## src/rtl/ps2_host_tx.sv

```systemverilog
// PS/2 host-to-device transmitter: request-to-send, 11-bit frame clocked by the device, ACK check.
// States: IDLE wait start | INHIBIT hold clock low | REQ start bit, release clock | SEND bits on device edges | ACK sample ack | WAITIDLE lines high | DONE completion pulse
module ps2_host_tx #(
  parameter int INHIBIT_CYCLES = 1000,
  parameter int TIMEOUT_CYCLES = 200000
) (
  input  logic       CLK,
  input  logic       RST,
  input  logic [7:0] tx_data,
  input  logic       tx_start,
  output logic       tx_busy,
  output logic       tx_done,
  output logic       tx_err,
  output logic       rx_inhibit,
  input  logic       KB_CLK_IN,
  input  logic       KB_DATA_IN,
  output logic       KB_CLK_OE,
  output logic       KB_DATA_OE
);

  localparam int CNT_MAX = (INHIBIT_CYCLES > TIMEOUT_CYCLES) ? INHIBIT_CYCLES : TIMEOUT_CYCLES;
  localparam int CW = $clog2(CNT_MAX + 1);
  localparam logic [CW-1:0] INH_TC = CW'(INHIBIT_CYCLES - 1);
  localparam logic [CW-1:0] TO_TC  = CW'(TIMEOUT_CYCLES - 1);

  typedef enum logic [2:0] {
    S_IDLE, S_INHIBIT, S_REQ, S_SEND, S_ACK, S_WAITIDLE, S_DONE
  } state_t;

  state_t          state_q, state_d;
  logic [7:0]      shreg_q, shreg_d;
  logic            par_q, par_d;
  logic [3:0]      bitcnt_q, bitcnt_d;
  logic [CW-1:0]   cnt_q, cnt_d;
  logic            clk_oe_q, clk_oe_d;
  logic            data_oe_q, data_oe_d;
  logic            nack_q, nack_d;
  logic            err_q, err_d;
  logic            clk_meta_q, clk_sync_q, clk_prev_q;
  logic            data_meta_q, data_sync_q;
  logic            fe;
  logic            tc_hit;

  // Synchronisers reset high so the idle bus never looks like a falling edge
  always_ff @(posedge CLK or negedge RST) begin
    if (!RST) begin
      clk_meta_q  <= 1'b1;
      clk_sync_q  <= 1'b1;
      clk_prev_q  <= 1'b1;
      data_meta_q <= 1'b1;
      data_sync_q <= 1'b1;
    end else begin
      clk_meta_q  <= KB_CLK_IN;
      clk_sync_q  <= clk_meta_q;
      clk_prev_q  <= clk_sync_q;
      data_meta_q <= KB_DATA_IN;
      data_sync_q <= data_meta_q;
    end
  end

  always_ff @(posedge CLK or negedge RST) begin
    if (!RST) begin
      state_q   <= S_IDLE;
      shreg_q   <= '0;
      par_q     <= 1'b0;
      bitcnt_q  <= '0;
      cnt_q     <= '0;
      clk_oe_q  <= 1'b0;
      data_oe_q <= 1'b0;
      nack_q    <= 1'b0;
      err_q     <= 1'b0;
    end else begin
      state_q   <= state_d;
      shreg_q   <= shreg_d;
      par_q     <= par_d;
      bitcnt_q  <= bitcnt_d;
      cnt_q     <= cnt_d;
      clk_oe_q  <= clk_oe_d;
      data_oe_q <= data_oe_d;
      nack_q    <= nack_d;
      err_q     <= err_d;
    end
  end

  assign fe     = clk_prev_q & ~clk_sync_q;
  assign tc_hit = (cnt_q == TO_TC);

  always_comb begin
    state_d   = state_q;
    shreg_d   = shreg_q;
    par_d     = par_q;
    bitcnt_d  = bitcnt_q;
    cnt_d     = cnt_q;
    clk_oe_d  = clk_oe_q;
    data_oe_d = data_oe_q;
    nack_d    = nack_q;
    err_d     = err_q;

    case (state_q)
      S_IDLE: begin
        clk_oe_d  = 1'b0;
        data_oe_d = 1'b0;
        if (tx_start) begin
          shreg_d  = tx_data;
          par_d    = ~^tx_data;
          clk_oe_d = 1'b1;
          cnt_d    = '0;
          err_d    = 1'b0;
          nack_d   = 1'b0;
          state_d  = S_INHIBIT;
        end
      end
      S_INHIBIT: begin
        cnt_d = cnt_q + 1'b1;
        if (cnt_q == INH_TC) begin
          data_oe_d = 1'b1;
          state_d   = S_REQ;
        end
      end
      S_REQ: begin
        clk_oe_d = 1'b0;
        bitcnt_d = '0;
        cnt_d    = '0;
        state_d  = S_SEND;
      end
      S_SEND, S_ACK, S_WAITIDLE: begin
        // An edge always beats the timeout terminal count
        if (state_q == S_WAITIDLE && clk_sync_q && data_sync_q) begin
          err_d   = nack_q;
          state_d = S_DONE;
        end else if (fe) begin
          cnt_d    = '0;
          bitcnt_d = bitcnt_q + 1'b1;
          if (state_q == S_SEND) begin
            if (bitcnt_q < 4'd8) begin
              data_oe_d = ~shreg_q[bitcnt_q[2:0]];
            end else if (bitcnt_q == 4'd8) begin
              data_oe_d = ~par_q;
            end else begin
              data_oe_d = 1'b0;
              state_d   = S_ACK;
            end
          end else if (state_q == S_ACK) begin
            nack_d  = data_sync_q;
            state_d = S_WAITIDLE;
          end
        end else if (tc_hit) begin
          clk_oe_d  = 1'b0;
          data_oe_d = 1'b0;
          err_d     = 1'b1;
          state_d   = S_DONE;
        end else begin
          cnt_d = cnt_q + 1'b1;
        end
      end
      S_DONE: begin
        state_d = S_IDLE;
      end
      default: begin
        clk_oe_d  = 1'b0;
        data_oe_d = 1'b0;
        state_d   = S_IDLE;
      end
    endcase
  end

  assign tx_busy    = (state_q != S_IDLE);
  assign rx_inhibit = tx_busy;
  assign tx_done    = (state_q == S_DONE);
  assign tx_err     = err_q;
  assign KB_CLK_OE  = clk_oe_q;
  assign KB_DATA_OE = data_oe_q;

endmodule

```

## config.mk

```make
export PLATFORM = sky130hd
export DESIGN_NAME = ps2_host_tx
export DESIGN_NICKNAME = d
export VERILOG_FILES = /design/src/rtl/ps2_host_tx.sv
export SDC_FILE = /design/constraint.sdc
export NUM_CORES = 1
export LEC_CHECK = 0
export BUFFER_PORTS_ARGS = -buffer_cell sky130_fd_sc_hd__buf_2
export CAP_MARGIN = 0
export CORE_ASPECT_RATIO = 0.7
export CORE_MARGIN = 2
export CORE_UTILIZATION = 44
export CTS_CLUSTER_SIZE = 28
export DETAILED_ROUTE_END_ITERATION = 8
export GPL_ROUTABILITY_DRIVEN = 0
export SLEW_MARGIN = 20
export SYNTH_ARGS = -nofsm -noshare
export SYNTH_HDL_FRONTEND = slang
export SYNTH_SLANG_ARGS = --single-unit
```

## constraint.sdc

```tcl
create_clock -name CLK -period 2.9 [get_ports CLK]
set_input_delay 0.58 -clock CLK [delete_from_list [all_inputs] [get_ports CLK]]
set_output_delay 0.58 -clock CLK [all_outputs]
set_load 0.05 [all_outputs]
```

* Word level (Yosys, flattened, before mapping)
Cells that the tools add are included. W data, S select, Z words.
Cells by class: $add $sub $neg 2, order comparisons 2, equality and inequality tests 26, mux-type cells 42, bitwise operators 6, reductions and logical operators 19
Operator list (number):
- $mux W18 | 4
- $pmux W18 S4 | 1
- $mux W3 | 9
- $mux W1 | 19
- $add A18 B1 Y18 const B | 1
- $eq A18 B10 Y1 const B | 1
- $eq A18 B18 Y1 const B | 1
- $ne A2 B2 Y1 const B | 8
- $ne A3 B3 Y1 const B | 5
- $ne A5 B5 Y1 const B | 3
- $pmux W3 S4 | 1
- $reduce_and A4 Y1 | 3
- $reduce_and A6 Y1 | 2
- $eq A3 B3 Y1 const B | 3
- $mux W4 | 2
- $pmux W4 S2 | 1
- $reduce_xnor A8 Y1 | 1
- $eq A3 B2 Y1 const B | 2
- $pmux W1 S3 | 2
- $not A1 Y1 | 5
- $reduce_and A5 Y1 | 1
- $add A4 B1 Y4 const B | 1
- $eq A4 B4 Y1 const B | 1
- $lt A3 B4 Y1 const B | 1
- other kinds (15) | 19
Word-level totals: register bits after elaboration 43, bits of input ports 13, word-level logic and storage cells 111

* Logic depth before layout (Yosys ltp)
Gate-level depths: netlist (run 1).
word-level depth 8, mapped depth 7, gate-level depth less buffers 7

* Worst setup path after synthesis (run 1)
OpenSTA, ideal clock, no wires.
kind reg-to-output, start register state_q[2], end output tx_done, arrival time 1.612 ns, data required time 2.320 ns, slack 0.708 ns, cell stages (with the launch flop) 6, path buffers 3, cells stage by stage dfrtp_1 buf_6 buf_4 clkbuf_1 nand2_1 nor2_1
On the way: longest elaborated chain between the ends 1
Ends and longest elaborated chain:
- from (decl) | line 30 | state_t state_q, state_d;
- from (signal assigned) | line 73 | state_q <= state_d;
- $eq A3 B3 Y1 | line 169 | assign tx_done = (state_q == S_DONE);
- to (decl) | line 12 | output logic tx_done,
Every way passes these cells.

* Worst setup path after layout (run 1)
start register state_q[1], end register state_q[0]
On the way: longest elaborated chain between the ends 5, elaborated cells between the ends (all ways) 20, those cells by class 11 x eq/ne; 4 x mux; 5 x reduce/logical
Ends and longest elaborated chain:
- $eq A3 B2 Y1 or $eq A3 B3 Y1 (tied branches) | line 99, 134, 128
- $mux W3 or $logic_and A1 B1 Y1 (tied branches) | line 134, 128
- $mux W3 or $logic_and A1 B1 Y1 (tied branches) | line 131, 128
- $mux W3 (tied with other cells) | line 128 | if (state_q == S_WAITIDLE && clk_sync_q && data_sync_q) begin
- $pmux W3 S4 or $reduce_and A6 Y1 (tied branches)
Several ways; a longest one is shown, not always the timed one. A chain may end at the register's enable or synchronous reset.

==> run_results.csv, run 1 <==
group,metric,value,unit
place,dp_slack,627,ps
sta,max_slew.worst_pin.slew,711,ps
final_layout,antenna_cells,0,
clock_network,htreeDepth,2,
floorplanning,core_area,0.00570,mm2
critical_path,crit_path_cell_trace,"clkinv_1 -> nor2_1 -> o211ai_1 -> o21ai_1 -> mux2_1",
run_status,run_status,"complete, no violations",
route,dr_total_vias,2072,
clock_network,clkSinkCount,43,
clock_network,cts_buffer_depth,2,
synth,synth.most_common_cell,"dfrtp_1",
route,avgViaCountPerCell,5.77,
critical_path,cp_slowest_cell,"dfrtp_1",
route,drt_wl_total,5760,um
sta,setup_ws,544,ps
clock_network,cts-root-buf,"clkbuf_8",
floorplanning,num_rows,23,
sta,fin_crit,2360,ps
synth,yosys.area_share.simple,21.8,%
clock_network,cts_hold_buf,0,
sta,setup_viol,0,
pwr,finalPower,2.36,mW
clock_network,clk_pin_slew_worst_paths,80,ps
sta,hold_viol_final,0,
synth,synth_edf_count,0,
synth,synthAdderAreaFrac,1.45,%
route,route.detailed.drc,0,
synth,avgSynthCellArea,9.66,um2
synth,yosys.area.top_type,"dfrtp_1",
synth,synth_xor_area_share,5.77,%
synth,ys_warn_count,0,
synth,synth_compound_area_share,17.6,%
final_layout,fillers,542,
critical_path,worstRegToRegCells,5,
critical_path,r2r-start,"state_q[1]$_DFFE_PN0P_",
critical_path,worstPathMaxFanout,22,
global_routing,grt_pass1_vias,1874,
synth,yosysTopAreaCellShare,36.9,%
synth,ys_ff_latch,43,
synth,synth_top_family_by_area,"simple AND/OR/NAND/NOR gates",
floorplanning,die_x,95.5,um
final_layout,final_nets,299,
place,dpl.hpwl,4110,um
sta,skew,8.48,ps
synth,syn_inst,267,
route,ant_nets,0,
critical_path,reg2reg_to,"state_q[0]$_DFFE_PN0P_",
final_layout,multi_input_area,0.00139,mm2
place,port_buffers,18,
critical_path,max_stage_delay,800,ps
global_routing,grt_pass1_wl,9520,um
global_routing,antenna_found_initial,0,
synth,synth.cell_area,0.00258,mm2
critical_path,endpoint_kind,"register",
sta,fmax,424,MHz
critical_path,reg2reg_slack,540,ps
synth,netlist_top_cells_count,"38 x dfrtp_1, 23 x nor2_1, 22 x a21oi_1, 22 x nand2_1, 10 x xnor2_1",
clock_network,cts_buffers,5,
sta,tns,0,ps
route,routedWlPerCell,16.0,um
floorplanning,ios,19,
worst_hold_path,hold_class,"input port to asynchronous set/reset pin",
synth,synth_seq_area_share,41.9,%
critical_path,required,3070,ps
route,firstDrtPassIters,4,
synth,synth_cell_types,64,
floorplanning,start_util,45.3,%
pwr,p_per_area,841,mW/mm2
critical_path,crit_arrival,2530,ps
final_layout,area_delta_synth_final,8.63,%
synth,synth.area.top_cells,"dfrtp_1 37%, dfstp_2 5.1%, a21oi_1 4.3%, mux2_2 3.9%, xnor2_1 3.4%",
synth,synthFlopType,"dfrtp_1",
route,dr.first_iter.drc_count,171,
sta,final_max_slew_viol_count,0,
synth,syn-num-nets,283,
synth,muxShareOfSynthArea,7.32,%
clock_network,postCtsResizedCells,0,
sta,finalCritPeriodShare,81.2,%
floorplanning,die_h,68.1,um
final_layout,final_area,0.00280,mm2
sta,grt_setup_unrepaired,"false",
global_routing,grt_max_degree,44,
final_layout,ff_latch_area,0.00108,mm2
floorplanning,dieArea,0.00650,mm2
flow_run,maxCapViolCount,0,
pwr,vdd_drop_max,445,uV
global_routing,grtUsageTotal,19.4,%
critical_path,start_kind,"register",
place,placed_area,0.00271,mm2
synth,synthArstFlopShare,100,%
clock_network,post_cts_buffers,0,
global_routing,grt-ovfl-total,0,
sta,slew_headroom,52.6,%
pwr,p_leak,1.15,nW
final_layout,drive_above_1_share,20.8,%
clock_network,cts_tree,"built",
clock_network,worstSkewPairLatency,290,ps
critical_path,path_class,"register to register",
## per-stage QoR
step / instances / hold slack [ps] / utilization (%)
6_report: 359 / 262 / 49.2
3_3_place_gp: 351 / 346 / 47.6
3_5_place_dp: 351 / 347 / 47.6
5_1_grt: 359 / 310 / 49.2
2_1_floorplan: 267 / 284 / -
4_1_cts: 359 / 360 / 49.1
## cells in the final DEF, fill, tap and decap left out, drive strengths merged, types with 3 or more instances in the layout
cell type | Yosys | final
nor2 | 25 | 25
or4 | 4 | 4
xor2 | 7 | 7
nor3b | 3 | 3
o211ai | 4 | 4
nor3 | 4 | 4
or3 | 4 | 4
dfstp | 5 | 5
ha | 3 | 3
inv | 6 | 6
buf | 9 | 22
o21ai | 16 | 16
and2 | 3 | 3
a21oi | 23 | 23
nand4 | 7 | 7
nand3 | 8 | 8
xnor2 | 10 | 10
dfrtp | 38 | 38
clkbuf | 4 | 6
mux2 | 11 | 11
o31ai | 5 | 5
clkinv | 1 | 3
nand2 | 22 | 22
nor4 | 3 | 3
a211oi | 4 | 4
nand2b | 4 | 4
and3 | 5 | 5
## metal layers
| layer | track usage, % | up-vias | routed length, um |
|---|---|---|---|
| met4 | 4.82 | 0 | 27 |
| li1 | - | 1013 | - |
| met2 | 25.8 | 71 | 2210 |
| met5 | 0 | - | 0 |
| met1 | 30.9 | 986 | 3160 |
| met3 | 4.52 | 2 | 368 |
## critical path, delay by kind of cell (launching register included)
kind,cells,cell delay [ps]
simple gates,1,310
mux,1,330
compound gates,2,360
flops,1,800
buf+inv,1,430
## state kept, by name (all words and copies together) (netlist names)
register and count:
clk_sync_q 1, KB_DATA_OE 1, cnt_q 18, clk_prev_q 1
data_sync_q 1, tx_err 1, data_meta_q 1, nack_q 1
shreg_q 8, state_q 3, clk_meta_q 1, KB_CLK_OE 1
bitcnt_q 4, par_q 1
## cell families after synthesis
logic type	Yosys count
and+or+nand+nor	101
AOI/OAI and AO/OA	68
DFF	43
buffers and inverters	20
xor gates and xnor gates	17
muxes	15
adders and majority gates	3
## worst max path at each step
| stage | start | endpoint | slack, ps | cells past startpoint |
|---|---|---|---|---|
| 2_1_floorplan | state_q[2]$_DFFE_PN0P_ | tx_done | 710 | 5 |
| 3_3_place_gp | state_q[1]$_DFFE_PN0P_ | state_q[0]$_DFFE_PN0P_ | 700 | 5 |
| 3_5_place_dp | state_q[1]$_DFFE_PN0P_ | state_q[0]$_DFFE_PN0P_ | 630 | 5 |
| 4_1_cts | state_q[1]$_DFFE_PN0P_ | state_q[0]$_DFFE_PN0P_ | 600 | 5 |
| 5_1_grt | state_q[1]$_DFFE_PN0P_ | state_q[0]$_DFFE_PN0P_ | 350 | 5 |
| 6_report | state_q[1]$_DFFE_PN0P_ | state_q[0]$_DFFE_PN0P_ | 540 | 5 |
## power breakdown
part	switching (mW)	internal (mW)	leakage (nW)
clock	0.211	0.170	0.0452
combinational	0.619	0.436	0.554
sequential	0.182	0.739	0.549
## cell type report
cell class,instances,share of cell area (%)
clock inverter,2,0.491
clock buffer,6,2.59
tap,75,3.35
timing repair buffer,22,4.38
multi-input combinational,204,49.6
sequential,43,38.6
inverter,7,0.937
Note: power is estimated with default switching activity, not from simulation.
==> run 2: changes to the inputs <==
==> constraint.sdc (replaced) <==
create_clock -name CLK -period 1.89 [get_ports CLK]
set_input_delay 0.378 -clock CLK [delete_from_list [all_inputs] [get_ports CLK]]
set_output_delay 0.378 -clock CLK [all_outputs]
set_load 0.05 [all_outputs]
==> run 2 against run 1 <==
Compared with the run above: fmax is 25% higher; register-to-register slack worse by 540 ps; critical path type unchanged; utilization is 8.1 points higher; critical path depth is 1 higher; final cell count is 11% higher; sequential power is 41% higher; setup slack worse by 540 ps; clock skew is 2.2 ps lower; first-iteration DRC count is 33% lower; die area stayed put; critical endpoint is now KB_DATA_OE$_DFFE_PN0P_.
==> run_results.csv, run 2 (synthesis gave the netlist of run 1 again) <==
group,metric,value,unit
global_routing,grt_pass1_wl,10500,um
clock_network,clkSinkCount,43,
pwr,p_comb_share,55.6,%
sta,hold_viol_final,0,
critical_path,reg2reg_slack,7,ps
final_layout,fillers,499,
pwr,power.internal,2.50,mW
critical_path,crit_arrival,2080,ps
final_layout,final_cells,398,
global_routing,grt_pass1_vias,1982,
sta,tns,0,ps
critical_path,endpoint_kind,"register",
final_layout,drive_above_1_share,38.1,%
route,routedWlPerCell,16.1,um
final_layout,mostFrequentLayoutCells,"40 x buf_4, 36 x dfrtp_1, 21 x a21oi_1",
run_status,run_status,"complete, no violations",
sta,fmax,531,MHz
global_routing,grtUsageTotal,21.6,%
final_layout,antenna_cells,0,
critical_path,worstRegToRegCells,6,
worst_hold_path,hold_class,"input port to asynchronous set/reset pin",
clock_network,cts_tree,"built",
clock_network,worstSkewPairLatency,300,ps
final_layout,layout_commonest_cell,"buf_4",
place,dp_cells,386,
pwr,p_sw,1.80,mW
route,drt_wl_total,6390,um
final_layout,largest_reg_flops,18,
floorplanning,die_h,68.1,um
clock_network,cts_buffer_depth,2,
critical_path,worstPathMaxFanout,5,
route,dr_total_vias,2242,
pwr,swShare,41.9,%
sta,max_slew.worst_pin.slew,476,ps
clock_network,cts-root-buf,"clkbuf_8",
floorplanning,ios,19,
sta,hold_ws,16.9,ps
flow_run,maxCapViolCount,0,
sta,grt_setup_unrepaired,"true",
sta,setup_viol,0,
floorplanning,die_x,95.5,um
route,route.detailed.drc,0,
route,dr.first_iter.drc_count,115,
clock_network,clk_pin_slew_worst_paths,90,ps
sta,fin_crit,1880,ps
floorplanning,dieArea,0.00650,mm2
final_layout,ff_latch_area,0.00108,mm2
pwr,pwr-share-clk,14.1,%
route,ant_nets,0,
sta,finalCritPeriodShare,99.6,%
critical_path,start_kind,"register",
critical_path,r2r-start,"state_q[1]$_DFFE_PN0P_",
route,firstDrtPassIters,4,
place,dpl.hpwl,4840,um
final_layout,area_delta_synth_final,26.4,%
final_layout,top_regs,"cnt_q (18), shreg_q (8), bitcnt_q (4)",
sta,skew,6.28,ps
critical_path,reg2reg_to,"KB_DATA_OE$_DFFE_PN0P_",
clock_network,cts_buffers,5,
clock_network,htreeDepth,2,
final_layout,top_register,"cnt_q",
critical_path,required,2080,ps
global_routing,grt_max_degree,27,
pwr,p_per_area,1320,mW/mm2
global_routing,antenna_found_initial,0,
critical_path,path_class,"register to register",
pwr,vdd_drop_max,641,uV
final_layout,post-route-util,57.2,%
sta,final_max_slew_viol_count,0,
floorplanning,core_area,0.00570,mm2
pwr,p_leak,1.37,nW
final_layout,final_nets,338,
floorplanning,num_rows,23,
final_layout,multi_input_area,0.00150,mm2
route,avgViaCountPerCell,5.63,
clock_network,cts_hold_buf,0,
sta,slew_headroom,68.3,%
global_routing,grt-ovfl-total,0,
floorplanning,start_util,45.3,%
place,port_buffers,18,
pwr,pwr-share-seq,30.3,%
==> run 2: cell types whose count changed in the layout (fill, tap and decap cells not counted), sizes merged <==
cell,delta
clkinv,-1
clkinvlp,+1
buf,+39
==> run 2: cell type report <==
type	count	area share [%]
timing repair buffer	61	14.2
multi-input combinational	204	46.1
clock inverter	2	0.422
inverter	7	0.921
clock buffer	6	2.22
tap	75	2.88
sequential	43	33.3
==> run 2: per-layer routing <==
layer	vias to the layer above	wire, um	global-route usage, %
met1	1079	3320	34.7
li1	1093	-	-
met4	0	68	6.43
met2	63	2520	27.4
met3	7	483	5.95
met5	-	0	0
==> run 2: worst max path at each step <==
| stage | start | end | slack [ps] | cells after the start |
|---|---|---|---|---|
| 2_1_floorplan | state_q[2]$_DFFE_PN0P_ | state_q[0]$_DFFE_PN0P_ | 30 | 7 |
| 3_3_place_gp | clk_prev_q$_DFF_PN1_ | cnt_q[12]$_DFFE_PN0P_ | -160 | 5 |
| 3_5_place_dp | clk_prev_q$_DFF_PN1_ | cnt_q[12]$_DFFE_PN0P_ | -220 | 5 |
| 4_1_cts | cnt_q[15]$_DFFE_PN0P_ | KB_DATA_OE$_DFFE_PN0P_ | 3 | 5 |
| 5_1_grt | state_q[1]$_DFFE_PN0P_ | KB_DATA_OE$_DFFE_PN0P_ | -30 | 6 |
| 6_report | state_q[1]$_DFFE_PN0P_ | KB_DATA_OE$_DFFE_PN0P_ | 7 | 6 |
==> run 2: repair_timing <==
action | in CTS | in global routing
setup buffers | 3 | 1
endpoints found under the setup margin | 20 | 24
gates resized for setup | 10 | 24
pin swaps | 2 | 4
cloned | 0 | 0
==> run 2: worst max-delay path: stages, from the launching register on <==
cell and delay, ps:
dfrtp_1 440, buf_6 160, or3b_4 400, a31oi_2 230
a2111oi_2 80, o21ai_1 130, mux2_1 340
==> run 2: power groups by stage <==
stage                     sequential [mW]  combinational, mW  clock (mW)
after floorplan                      1.34               1.33           0
after global placement               1.30               2.13           0
after detailed placement             1.31               2.14           0
after CTS                            1.29               2.23       0.627
after global routing                 1.34               2.58       0.667
final                                1.30               2.39       0.605
==> run 2: through the flow <==
step	power [mW]	cell area (um2)	setup WS (ps)
floorplan	2.68	2580	34.0
global placement	3.42	3020	-158
detailed placement	3.45	3020	-217
CTS	4.14	3170	3.20
global route	4.58	3260	-33.6
finish	4.30	3260	6.75
==> run 3: changes to the inputs <==
--- a/config.mk
+++ b/config.mk
@@ -5,14 +5,16 @@
 export SDC_FILE = /design/constraint.sdc
 export NUM_CORES = 1
 export LEC_CHECK = 0
+export ABC_AREA = 1
 export BUFFER_PORTS_ARGS = -buffer_cell sky130_fd_sc_hd__buf_2
 export CAP_MARGIN = 0
 export CORE_ASPECT_RATIO = 0.7
 export CORE_MARGIN = 2
 export CORE_UTILIZATION = 44
-export CTS_CLUSTER_SIZE = 28
+export CTS_CLUSTER_SIZE = 14
 export DETAILED_ROUTE_END_ITERATION = 8
 export GPL_ROUTABILITY_DRIVEN = 0
+export SETUP_SLACK_MARGIN = 0.05
 export SLEW_MARGIN = 20
 export SYNTH_ARGS = -nofsm -noshare
 export SYNTH_HDL_FRONTEND = slang
==> run 3 against run 2 <==
Compared with the run above: synthesized area increased by 11%; synthesized cell count increased by 54%; first-iteration DRC count increased by 67%; utilization decreased by 5.7 points; sequential power about the same; critical endpoint is now tx_busy; die area increased by 10%; combinational power decreased by 19%; hold slack improved by 150 ps; power decreased by 11%; clock power decreased by 2%; fmax increased by 4.1%.
==> run_results.csv, run 3 <==
group,metric,value,unit
critical_path,reg2reg_slack,180,ps
critical_path,crit_arrival,1430,ps
final_layout,area_delta_synth_final,12.7,%
pwr,p_leak,1.64,nW
floorplanning,num_rows,24,
critical_path,reg2reg_to,"cnt_q[4]$_DFFE_PN0P_",
sta,hold_ws,167,ps
global_routing,grt-ovfl-total,0,
clock_network,cts_buffers,5,
synth,synth.most_common_cell,"nand2_1",
route,dr_total_vias,2738,
global_routing,grt_max_degree,33,
floorplanning,dieArea,0.00717,mm2
synth,synth_edf_count,0,
pwr,pwr-share-seq,33.7,%
flow_run,maxCapViolCount,0,
final_layout,top_regs,"cnt_q (18), shreg_q (8), bitcnt_q (4)",
global_routing,grtUsageTotal,22.5,%
global_routing,grt.busiest_layer,"met1",
final_layout,drive_above_1_share,17.8,%
sta,max_slew.worst_pin.slew,376,ps
place,port_buffers,18,
critical_path,cp-endpoint,"tx_busy",
pwr,swShare,48.1,%
pwr,pwr-share-clk,15.5,%
final_layout,antenna_cells,0,
critical_path,crit_start,"state_q[1]$_DFFE_PN0P_",
sta,fin_crit,1810,ps
worst_hold_path,hold_class,"input port to register",
place,dp_slack,133,ps
critical_path,worstRegToRegCells,10,
synth,ys_ff_latch,43,
critical_path,required,1510,ps
synth,syn_inst,412,
clock_network,clk_pin_slew_worst_paths,80,ps
final_layout,final_nets,460,
route,firstDrtPassIters,5,
global_routing,grt_pass1_wl,12600,um
synth,avgSynthCellArea,6.94,um2
pwr,p_sw,1.84,mW
final_layout,top_register,"cnt_q",
sta,setup_ws,81.2,ps
pwr,p_comb_share,50.8,%
clock_network,worstSkewPairLatency,310,ps
sta,fmax,553,MHz
sta,final_max_slew_viol_count,0,
critical_path,endpoint_kind,"output pin",
synth,yosys.area.top_type,"dfrtp_1",
sta,hold_viol_final,0,
synth,syn-num-nets,428,
synth,synth_seq_area_share,37.9,%
floorplanning,ios,19,
floorplanning,start_util,45.8,%
final_layout,layout_commonest_cell,"nand2_1",
pwr,p_per_area,1190,mW/mm2
synth,synthArstFlopShare,100,%
clock_network,cts-root-buf,"clkbuf_8",
clock_network,htreeDepth,2,
clock_network,clkSinkCount,43,
route,drt_wl_total,7300,um
floorplanning,core_area,0.00625,mm2
synth,yosysTopAreaCellShare,33.3,%
floorplanning,die_h,71.4,um
global_routing,grtUsageMet3,5.66,%
pwr,vdd_drop_max,521,uV
synth,synth_cell_types,32,
clock_network,cts_tree,"built",
synth,synthFlopType,"dfrtp_1",
route,routedWlPerCell,14.0,um
global_routing,use_met1,34.3,%
global_routing,grt_use_met2,31.7,%
final_layout,mostFrequentLayoutCells,"129 x nand2_1, 45 x nand3_1, 44 x inv_1",
run_status,run_status,"complete, no violations",
route,avgViaCountPerCell,5.24,
sta,grt_setup_unrepaired,"true",
critical_path,path_class,"register to output pin",
critical_path,r2r-start,"state_q[2]$_DFFE_PN0P_",
route,route.detailed.drc,0,
synth,synth.cell_area,0.00286,mm2
pwr,finalPower,3.82,mW
floorplanning,die_x,100,um
route,dr.first_iter.drc_count,192,
final_layout,largest_reg_flops,18,
sta,skew,11.9,ps
global_routing,antenna_found_initial,0,
clock_network,cts_buffer_depth,2,
sta,finalCritPeriodShare,95.7,%
synth,netlist_top_cells_count,"130 x nand2_1, 45 x inv_1, 45 x nand3_1",
synth,synth.area.top_cells,"dfrtp_1 33%, nand2_1 17%, nand3_1 7.9%, inv_1 5.9%, nor2_1 4.9%",
sta,setup_viol,0,
critical_path,worstPathMaxFanout,9,
global_routing,grt_pass1_vias,2589,
place,dpl.hpwl,5490,um
pwr,power.internal,1.98,mW
critical_path,start_kind,"register",
sta,tns,0,ps
route,ant_nets,0,
sta,slew_headroom,74.8,%
synth,ys_warn_count,0,
[run 3: layout make-up]
type	instances	area, um2
multi-input cells	309	1530
clock inverters	3	15.0
clock buffers	5	68.8
inverters	50	193
repair buffers	35	235
fillers	623	3030
well taps	78	97.6
flip-flops and latches	43	1080
[run 3: worst min path at each step]
stage	from	end	slack (ps)	cells past startpoint
after detailed placement	RST	KB_DATA_OE$_DFFE_PN0P_	300	1
after floorplan	RST	KB_CLK_OE$_DFFE_PN0P_	80	0
final	KB_CLK_IN	clk_meta_q$_DFF_PN1_	170	1
after global placement	RST	KB_DATA_OE$_DFFE_PN0P_	300	1
after CTS	KB_CLK_IN	clk_meta_q$_DFF_PN1_	150	1
after global routing	KB_CLK_IN	clk_meta_q$_DFF_PN1_	150	1
[run 3: cells by family (layout without fill, tap and decap cells)]
| kind of cell | Yosys count | after routing | synth area share, % |
|---|---|---|---|
| xor+xnor | 12 | 12 | 3.68 |
| simple gates | 260 | 260 | 41.7 |
| buf+inv | 60 | 93 | 9.11 |
| fa+ha+maj | 3 | 3 | 1.31 |
| flops | 43 | 43 | 37.9 |
| compound gates | 34 | 34 | 6.35 |
[run 3: routing by layer]
layer | up-vias | share of wire [%]
met5 | - | 0
met4 | 0 | 0.78
met3 | 4 | 7.9
met2 | 94 | 40
met1 | 1251 | 52
li1 | 1389 | -
[run 3: power groups by stage]
stage | clock [mW] | combinational, mW | sequential, mW
after floorplan | 0 | 1.35 | 1.33
after global placement | 0 | 1.82 | 1.30
after detailed placement | 0 | 1.86 | 1.30
after CTS | 0.611 | 1.86 | 1.29
after global routing | 0.646 | 2.18 | 1.32
final | 0.593 | 1.94 | 1.29
[run 3: repair_timing]
item / in CTS / in global routing
gates resized for setup: 0 / 8
setup endpoints to repair: 0 / 24
setup buffers: 0 / 4
hold buffers: 1 / 0
endpoints found under the hold margin: 11 / 0
[run 3: critical path, cell delays in order, from the launching register on]
cell,delay (ps)
dfrtp_2,480
nor2_1,230
nand2_1,170
buf_2,250
[run 3: per-stage QoR]
| step | std cells | cell area, um2 | utilization (%) |
|---|---|---|---|
| finish | 523 | 3220 | 51.6 |
| global placement | 510 | 3080 | 49.3 |
| CTS | 519 | 3170 | 50.8 |
| floorplan | 412 | 2860 | - |
| detailed placement | 510 | 3080 | 49.3 |
| global route | 523 | 3220 | 51.6 |
